`src/rtl/fc_relu_buffer.sv`:
```
// Collects M shifted (and optionally rectified) FC outputs, then drains them in order.
// Optional ReLU on capture is enabled by defining FC_RELU_EN.
module fc_relu_buffer #(
  parameter int M  = 6,
  parameter int T  = 20,
  parameter int SH = 0
) (
  input  logic                clk,
  input  logic                reset,
  input  logic                input_valid,
  output logic                input_ready,
  input  logic signed [T-1:0] input_data,
  output logic                output_valid,
  input  logic                output_ready,
  output logic signed [T-1:0] output_data,
  output logic                output_last
);

  localparam int CW = (M > 1) ? $clog2(M) : 1;

  typedef enum logic {FILL, DRAIN} state_t;

  state_t              state_q;
  logic [CW-1:0]       wr_cnt_q;
  logic [CW-1:0]       rd_cnt_q;
  logic signed [T-1:0] buf_q [M];

  logic signed [T-1:0] shifted;
  logic signed [T-1:0] proc_d;
  logic                in_fire;
  logic                out_fire;
  logic                wr_last;
  logic                rd_last;

  assign shifted = input_data >>> SH;

  always_comb begin
    proc_d = shifted;
`ifdef FC_RELU_EN
    if (shifted[T-1]) proc_d = '0;
`endif
  end

  // Handshake outputs are forced low during reset regardless of the stored state.
  assign input_ready  = !reset && (state_q == FILL);
  assign output_valid = !reset && (state_q == DRAIN);
  assign wr_last      = (wr_cnt_q == CW'(M - 1));
  assign rd_last      = (rd_cnt_q == CW'(M - 1));
  assign output_last  = output_valid && rd_last;
  assign output_data  = buf_q[rd_cnt_q];
  assign in_fire      = input_valid && input_ready;
  assign out_fire     = output_valid && output_ready;

  always_ff @(posedge clk) begin
    if (reset) begin
      state_q  <= FILL;
      wr_cnt_q <= '0;
      rd_cnt_q <= '0;
    end else begin
      case (state_q)
        FILL: begin
          if (in_fire) begin
            if (wr_last) begin
              wr_cnt_q <= '0;
              state_q  <= DRAIN;
            end else begin
              wr_cnt_q <= wr_cnt_q + 1'b1;
            end
          end
        end
        DRAIN: begin
          if (out_fire) begin
            if (rd_last) begin
              rd_cnt_q <= '0;
              state_q  <= FILL;
            end else begin
              rd_cnt_q <= rd_cnt_q + 1'b1;
            end
          end
        end
        default: state_q <= FILL;
      endcase
    end
  end

  // Buffer entries carry no reset; each slot loads only when its index is written.
  for (genvar gi = 0; gi < M; gi++) begin : g_buf
    always_ff @(posedge clk) begin
      if (in_fire && (wr_cnt_q == CW'(gi))) buf_q[gi] <= proc_d;
    end
  end

endmodule

```
`config.mk`:
```
export PLATFORM = sky130hd
export DESIGN_NAME = fc_relu_buffer
export DESIGN_NICKNAME = d
export VERILOG_FILES = /design/src/rtl/fc_relu_buffer.sv
export SDC_FILE = /design/constraint.sdc
export NUM_CORES = 1
export LEC_CHECK = 0
export CORE_ASPECT_RATIO = 0.7
export CORE_UTILIZATION = 40
export CTS_BUF_LIST = sky130_fd_sc_hd__clkbuf_4
export DETAILED_ROUTE_END_ITERATION = 10
export SYNTH_ARGS = -nofsm -noshare
export SYNTH_HDL_FRONTEND = slang
export SYNTH_SLANG_ARGS = --single-unit
```
`constraint.sdc`:
```
create_clock -name clk -period 4.9 [get_ports clk]
set_input_delay 0.735 -clock clk [delete_from_list [all_inputs] [get_ports clk]]
set_output_delay 0.735 -clock clk [all_outputs]
set_load 0.05 [all_outputs]
```
==> results by group, run 1 <==
Place
  – RePlAce Congestion: 0.716
  – I/O Buffers: 46
  – DP Cell Count: 443
  – DPL Wire Length: 5070 µm

CTS
  – CTS tree: done
  – CTS buffer count: 17
  – Root buf cell: clkbuf_4
  – Worst-path clk slew: 0.10 ns
  – Resized Gates After CTS: 0
  – H-Tree Depth: 4
  – Clock Sinks: 130
  – Post-CTS Setup Inserts: 0
  – CTS Hold Bufs: 0
  – Worst skew pair latency: 0.50 ns
  – Maximum clock path buffer count: 2

Routing
  – Vias per cell: 4.95
  – 1st-iter DRT viols: 118
  – Vias: 2353
  – Pre-Repair DR Iteration Count: 4
  – Avg WL per Cell: 17.8 µm
  – Drt total wl: 8480 µm
  – Final ANT Viol Nets: 0
  – DRC viols: 0

Global route
  – Initial antenna violation count: 0
  – Grt met3 use: 6.01%
  – GR Util All Layers: 14.7%
  – M2 GR Usage: 23.1%
  – First-pass GRT wire length: 13200 µm
  – Pin count of the biggest net entering global routing: 30
  – GRT overflow: 0
  – Number of global-route vias before repair: 2394
  – Met1 Use GR: 19.2%
  – GRT busiest layer: met2

Pwr
  – Pwr per Cell Area: 338 nW/µm²
  – Leakage: 1.88 nW
  – Maximum vdd drop: 193 µV

Synthesis
  – Register bit count reported by yosys: 130
  – Yosys top cell by area: edfxtp_1
  – Synth cell count leaders: edfxtp_1, mux2_1, mux4_2
  – Synth area leaders: edfxtp_1, mux2_1, mux4_2, dfxtp_1, buf_6
  – Mapped Avg Cell Area: 20.9 µm²
  – Post-synth EDFFs: 120
  – Yosys warning count: 0
  – Synth async-reset ratio: 0%
  – Synth top area share: 72.0%
  – Cell variety after synth: 25
  – Gate count of the mapped netlist: 240
  – Count leader, synth: edfxtp_1
  – Top FF cell, synth: edfxtp_1
  – Syn nets: 265
  – Sequential share of the synthesized area: 76.0%
  – Post-synth design cell area: 5000 µm²

Flow run
  – MaxCap Viol Count: 0

Setup path
  – Type of destination of the critical path: output pin
  – CP Max Fanout: 29
  – CP Data Arrival Time: 3.20 ns
  – Worst Path Required: 4.16 ns
  – CP Class: reg2out
  – Critical path launch point type: register

Timing
  – Worst-Margin Slew: 0.828 ns
  – Slew headroom: 44.7%
  – Final Hold Viols: 0
  – Final setup viols: 0
  – Final Max Slew Viols: 0
  – Max frequency: 0.254 GHz
  – Period Utilization, post-route: 80.2%
  – Final setup TNS: 0 ns
  – Clk_skew: 0.0153 ns
  – RSZ-0062 raised after global routing: no
  – Final min period: 3.93 ns

Worst hold path
  – HP Class: reg2reg

Finish
  – Area of the multi-input gates: 1140 µm²
  – Fin cells: 475
  – Ant diodes: 0
  – Layout Area Growth over Synthesis: 18.8%
  – Layout cells sized above 1: 19.5%
  – Total Nets Final: 330
  – Storage element area: 3800 µm²
  – Number of fill cells: 970

Die
  – Die width: 136 µm
  – Initial Util: 41.9%
  – Die area: 13000 µm²
  – DIE HEIGHT: 95.6 µm
  – Num rows: 33
  – # IOs: 47
  – Core area: 11900 µm²

Outcome
  – Status: finished clean
per-stage QoR:
step	power [mW]	setup slack, ns	instance area [µm²]	util [%]	hold slack [ns]
after floorplan	1.31	1.63	5000	-	0.476
after global placement	1.37	1.46	5680	47.6	0.494
after detailed placement	1.37	1.45	5680	47.6	0.505
after CTS	2.03	0.857	5940	49.8	0.523
after global routing	2.09	0.741	5940	49.8	0.577
final	2.01	0.970	5940	49.8	0.523
metal layers:
layer	share of wire [%]	vias up	wire [µm]
met4	0.38	0	32
met3	5.0	4	421
met1	47	1192	3990
li1	-	1105	-
met2	48	52	4030
met5	0	-	0
registers in the layout, indices dropped and copies added (netlist names), named ones only:
signal / flops
state_q: 1
buf_q: 120
rd_cnt_q: 3
wr_cnt_q: 3
area by class of cell:
cell class                      count  area share [%]
Clock buffer                       22            2.78
Clock inverter                     10            1.62
Inverter                            2           0.126
Multi-Input combinational cell     99            19.3
Sequential cell                   130            64.0
Tap cell                          157            3.31
Timing Repair Buffer               55            8.88
power breakdown:
part | internal (mW) | switching, mW | total [mW]
combinational | 0.0461 | 0.0661 | 0.112
sequential | 1.23 | 0.00413 | 1.23
clock | 0.322 | 0.346 | 0.667
total | 1.59 | 0.416 | 2.01
final timing paths:
path | start | to | slack (ns) | cells after the start
worst max-delay path | register | output_data[6] | 0.97 | 4
worst min register to register | rd_cnt_q[2] | rd_cnt_q[2] | 0.52 | 2
worst max register to register | state_q | buf_q[4][7] | 2.62 | 4
worst min-delay path | rd_cnt_q[2] | rd_cnt_q[2] | 0.52 | 2
cells by family (layout without fill, tap and decap cells):
logic type	count (synthesis)	count (layout)	share of synthesized area, %
DFF	130	130	76.0
muxes	61	61	18.2
and+or+nand+nor	29	29	3.10
buffers and inverters	11	89	1.47
AOI/OAI and AO/OA	7	7	0.800
adders and majority gates	1	1	0.250
xor gates and xnor gates	1	1	0.175
cells in the final DEF (no fill, tap or decap):
cell type	n
edfxtp_1	120
clkdlybuf4s50_1	46
mux2_1	40
clkbuf_4	22
mux4_2	20
dfxtp_1	9
buf_4	9
nand2_1	6
nor2_1	5
a21oi_1	5
clkinv_1	5
nand2b_1	3
inv_1	2
and2_1	2
nor3b_1	2
nor3_2	2
nand3b_1	2
bufinv_16	2
clkinv_2	2
and3_1	1
nor2_2	1
nor3b_2	1
nor3_1	1
nand3_1	1
or3_1	1
or3b_2	1
xor2_1	1
mux2i_1	1
o22ai_1	1
o32ai_1	1
ha_1	1
dfxtp_2	1
clkinvlp_4	1
critical path: stages (launching register included):
cell and delay [ns]:
dfxtp_2 0.83, buf_4 0.35, mux2_1 0.34, mux4_2 0.45, clkdlybuf4s50_1 0.71
No activity file was read; power rests on OpenSTA's default activity.
==> inputs of run 2 (changes only) <==
clock period = 3.4 ns   (was 4.9 ns; I/O delays follow)
==> run 2 against run 1 <==
  * Sequential power rose by 44%
  * Largest power group unchanged
  * Final cell count up 0.63%
  * Critical endpoint is now output_data[15]
  * Die area unchanged
==> results by group, run 2 (synthesized netlist as in run 1, its figures left out) <==
Place
  – I/O Buffers: 46
  – DPL Wire Length: 5430 µm
  – DP Cell Count: 447
  – RePlAce Congestion: 0.731
  – Post-place setup slack: 0.613 ns

Finish
  – Layout cells sized above 1: 21.5%
  – Ant diodes: 0
  – Most frequent cells in the layout: edfxtp_1, clkdlybuf4s50_1, mux2_1
  – Most flops, register: buf_q
  – Post-layout util: 50.4%
  – Layout Area Growth over Synthesis: 20.2%
  – Number of fill cells: 948
  – Commonest non-fill, non-tap cell in the layout: edfxtp_1
  – Biggest regs: buf_q x120, rd_cnt_q x3, wr_cnt_q x3
  – Largest register FFs: 120
  – Total Nets Final: 334
  – Fin cells: 478

Setup path
  – Reg2Reg Depth: 4
  – Type of destination of the critical path: output pin
  – FF-to-FF End: buf_q[2][1]
  – Crit path cell chain: buf_12 -> mux2_1 -> mux4_2 -> clkdlybuf4s50_1
  – Slowest CP cell: clkdlybuf4s50_1
  – CP Data Arrival Time: 2.73 ns
  – Worst Path Required: 2.89 ns
  – R2R setup slack: 1.32 ns
  – CP Max Fanout: 25
  – Critical path launch point type: register
  – CP Class: reg2out
  – Reg2Reg Launch Point: state_q
  – CP peak stage delay: 0.72 ns

CTS
  – CTS tree: done
  – Post-CTS Setup Inserts: 0
  – Worst skew pair latency: 0.50 ns
  – Clock Sinks: 130
  – Maximum clock path buffer count: 2
  – Worst-path clk slew: 0.10 ns
  – CTS Hold Bufs: 0
  – CTS buffer count: 17
  – Resized Gates After CTS: 0
  – Root buf cell: clkbuf_4
  – H-Tree Depth: 4

Timing
  – Clk_skew: 0.0146 ns
  – Final Max Slew Viols: 0
  – Max frequency: 0.309 GHz
  – Final min period: 3.24 ns
  – Worst-Margin Slew: 0.583 ns
  – Worst Slack Setup Final: 0.165 ns
  – Final Hold Viols: 0
  – Slew headroom: 61.0%
  – Period Utilization, post-route: 95.2%
  – Final setup viols: 0
  – Final setup TNS: 0 ns
  – RSZ-0062 raised after global routing: no

Global route
  – First-pass GRT wire length: 13800 µm
  – Initial antenna violation count: 0
  – GR Util All Layers: 15.4%
  – Pin count of the biggest net entering global routing: 26
  – GRT overflow: 0
  – Number of global-route vias before repair: 2461

Routing
  – Pre-Repair DR Iteration Count: 5
  – Top Layer Used: met4
  – Vias: 2395
  – 1st-iter DRT viols: 147
  – DRC viols: 0
  – Drt total wl: 8630 µm
  – Vias per cell: 5.01
  – Detailed route wirelength on metal2: 3780 µm
  – Wl on met1: 4210 µm
  – Final ANT Viol Nets: 0
  – Avg WL per Cell: 18.1 µm
  – Met3 routed WL: 543 µm

Worst hold path
  – Worst-case hold path end point: rd_cnt_q[2]
  – Hold path cells: 2
  – Min-delay src: rd_cnt_q[2]
  – HP Class: reg2reg

Pwr
  – Leakage: 1.91 nW
  – Pwr per Cell Area: 480 nW/µm²
  – Power after layout: 2.89 mW
  – Maximum vdd drop: 249 µV

Die
  – Num rows: 33
  – DIE HEIGHT: 95.6 µm
  – Die width: 136 µm
  – Die area: 13000 µm²
  – # IOs: 47
  – Initial Util: 41.9%
  – Core area: 11900 µm²

Outcome
  – Status: finished clean

Flow run
  – MaxCap Viol Count: 0
## run 2: cell count changes in the layout (fill, tap and decap cells not counted)
cell / previous run / this run
clkinv_2: 2 / 3
buf_4: 9 / 11
buf_12: 0 / 4
clkinv_4: 0 / 1
clkinv_1: 5 / 3
clkinvlp_4: 1 / 3
clkbuf_4: 22 / 19
clkdlybuf4s50_1: 46 / 44
## run 2: worst max path at each step
stage / startpoint / end / depth (start not counted)
after global routing: register / output_data[15] / 4
after detailed placement: reset / buf_q[2][10] / 6
after CTS: register / output_data[15] / 4
final: register / output_data[15] / 4
after global placement: reset / buf_q[2][18] / 6
after floorplan: reset / buf_q[2][0] / 3
## run 2: cell type report
cell class	count	area [µm²]	area share [%]
well taps	157	196	3.26
inverters	2	7.51	0.125
clock inverters	12	118	1.95
clock buffers	19	143	2.37
multi-input cells	99	1140	19.0
flip-flops and latches	130	3800	63.2
repair buffers	59	603	10.0
## run 2: worst max-delay path: cells and delay by family, from the launching register on
family | cells | cell delay [ns]
buffers and inverters | 2 | 0.94
multiplexers | 2 | 0.82
flip-flops | 1 | 0.45
## run 2: through the flow
step,instance area [µm²],hold WS (ns)
after global routing,6020,0.581
after detailed placement,5760,0.513
after global placement,5760,0.503
after floorplan,5000,0.476
final,6020,0.534
after CTS,6020,0.530
## run 2: where the power goes
part | internal [mW] | switching [mW]
combinational | 0.0677 | 0.0960
clock | 0.438 | 0.514
sequential | 1.77 | 0.00585
total | 2.27 | 0.616
## run 2: routing by layer
layer / track usage, % / vias up
met2: 21.9 / 66
li1: - / 1110
met1: 21.5 / 1211
met3: 5.48 / 8
met5: 0 / -
met4: 5.90 / 0
==> inputs of run 3 (changes only) <==
CAP_MARGIN = 10   (was unset)
CORE_ASPECT_RATIO = 1.75   (was 0.7)
PLACE_DENSITY_LB_ADDON = 0.1   (was unset)
==> run 3 against run 2 <==
  * Non-clock buffer count is 2 higher
  * Power grew 1.6%
  * Fmax decreased by 1.3%
  * Critical path depth did not move
  * Register-to-register slack gained 0.22 ns
  * Utilization down 0.31 points
  * Sequential share of layout area fell by 0.33 points
  * Largest power group unchanged
==> results by group, run 3 (synthesized netlist as in run 1, its figures left out) <==
Die
  – Initial Util: 41.5%
  – Num rows: 53
  – DIE HEIGHT: 150 µm
  – Core area: 12100 µm²
  – Die width: 86.6 µm
  – Die area: 13000 µm²
  – # IOs: 47

Timing
  – Period Utilization, post-route: 96.4%
  – Max frequency: 0.305 GHz
  – Final Hold Viols: 0
  – RSZ-0062 raised after global routing: no
  – Final Max Slew Viols: 0
  – Clk_skew: 0.0113 ns
  – Final setup TNS: 0 ns
  – Final min period: 3.28 ns
  – Final setup viols: 0
  – Slew headroom: 66.5%
  – Worst-Margin Slew: 0.502 ns

Routing
  – Vias per cell: 4.93
  – DRC viols: 0
  – Vias: 2415
  – Final ANT Viol Nets: 0
  – 1st-iter DRT viols: 99
  – Drt total wl: 8750 µm
  – Avg WL per Cell: 17.9 µm
  – Pre-Repair DR Iteration Count: 5

Setup path
  – Reg2Reg Launch Point: state_q
  – Critical path launch point type: register
  – Type of destination of the critical path: output pin
  – CP Data Arrival Time: 2.77 ns
  – R2R setup slack: 1.54 ns
  – Reg2Reg Depth: 5
  – FF-to-FF End: buf_q[2][10]
  – CP Class: reg2out
  – CP Max Fanout: 16
  – Worst Path Required: 2.89 ns

Worst hold path
  – HP Class: reg2reg
  – Hold path cells: 2
  – Min-delay src: rd_cnt_q[2]

Global route
  – Number of global-route vias before repair: 2519
  – GR Util All Layers: 15.1%
  – GRT overflow: 0
  – First-pass GRT wire length: 13400 µm
  – Pin count of the biggest net entering global routing: 21
  – Initial antenna violation count: 1

CTS
  – Worst skew pair latency: 0.54 ns
  – CTS buffer count: 17
  – H-Tree Depth: 4
  – Worst-path clk slew: 0.13 ns
  – Root buf cell: clkbuf_4
  – Clock Sinks: 130
  – Resized Gates After CTS: 2
  – CTS tree: done
  – Post-CTS Setup Inserts: 0
  – Maximum clock path buffer count: 2
  – CTS Hold Bufs: 0

Finish
  – Commonest non-fill, non-tap cell in the layout: edfxtp_1
  – Most frequent cells in the layout: edfxtp_1, mux2_1, clkdlybuf4s50_1
  – Most flops, register: buf_q
  – Total Nets Final: 336
  – Biggest regs: buf_q x120, rd_cnt_q x3, wr_cnt_q x3
  – Largest register FFs: 120
  – Layout cells sized above 1: 25.3%
  – Layout Area Growth over Synthesis: 20.8%
  – Number of fill cells: 1032
  – Post-layout util: 50.1%

Pwr
  – Maximum vdd drop: 298 µV
  – Power after layout: 2.93 mW
  – Leakage: 1.99 nW
  – Pwr per Cell Area: 485 nW/µm²

Place
  – RePlAce Congestion: 0.706
  – DPL Wire Length: 5440 µm
  – I/O Buffers: 46

Flow run
  – MaxCap Viol Count: 0

Outcome
  – Status: finished clean
run 3: cell count changes in the layout (fill, tap and decap cells not counted), sizes merged:
cell           change
diode              +1
inv               +12
clkdlybuf4s50     -14
clkinv             -4
clkinvlp           -3
dlymetal6s2s       +5
buf                +9
bufinv             -2
clkbuf             -2
dlygate4sd2        +2
run 3: stage by stage:
stage	hold slack, ns	setup slack (ns)	cells	instance area (µm²)
2_1_floorplan	0.476	0.357	240	5000
3_3_place_gp	0.494	0.512	457	5750
3_5_place_dp	0.501	0.486	457	5750
4_1_cts	0.513	0.0288	489	6030
5_1_grt	0.518	0.00104	490	6050
6_report	0.516	0.123	490	6050
run 3: routing by layer:
layer,vias up,track usage (%),share of wire (%)
met1,1244,15.5,40
met3,7,5.35,3.7
met4,0,6.58,1.1
met2,44,27.3,55
li1,1120,-,-
met5,-,0,0
run 3: final cells by class:
class	count	area (µm²)	share of cell area, %
diodes	1	2.50	0.0414
clock buffers	17	128	2.11
clock inverters	15	156	2.59
inverters	2	7.51	0.124
multi-input cells	99	1140	18.9
flip-flops and latches	130	3800	62.9
well taps	165	206	3.41
repair buffers	61	598	9.89
run 3: how the worst max path moves through the flow:
stage	depth (start not counted)	to	from
3_3_place_gp	4	output_last	reset
4_1_cts	4	output_data[11]	register
2_1_floorplan	3	buf_q[2][0]	reset
6_report	4	output_data[10]	register
5_1_grt	4	output_data[17]	register
3_5_place_dp	4	output_last	reset
run 3: critical path, stage by stage (launching register included):
cell,delay [ns]
dfxtp_2,0.53
buf_12,0.21
mux2_1,0.33
mux4_2,0.45
clkdlybuf4s50_1,0.71
run 3: where the power goes:
part | total (mW) | internal [mW] | switching (mW)
Sequential | 1.77 | 1.77 | 0.00591
Clock | 1.00 | 0.339 | 0.661
Combinational | 0.161 | 0.0669 | 0.0941
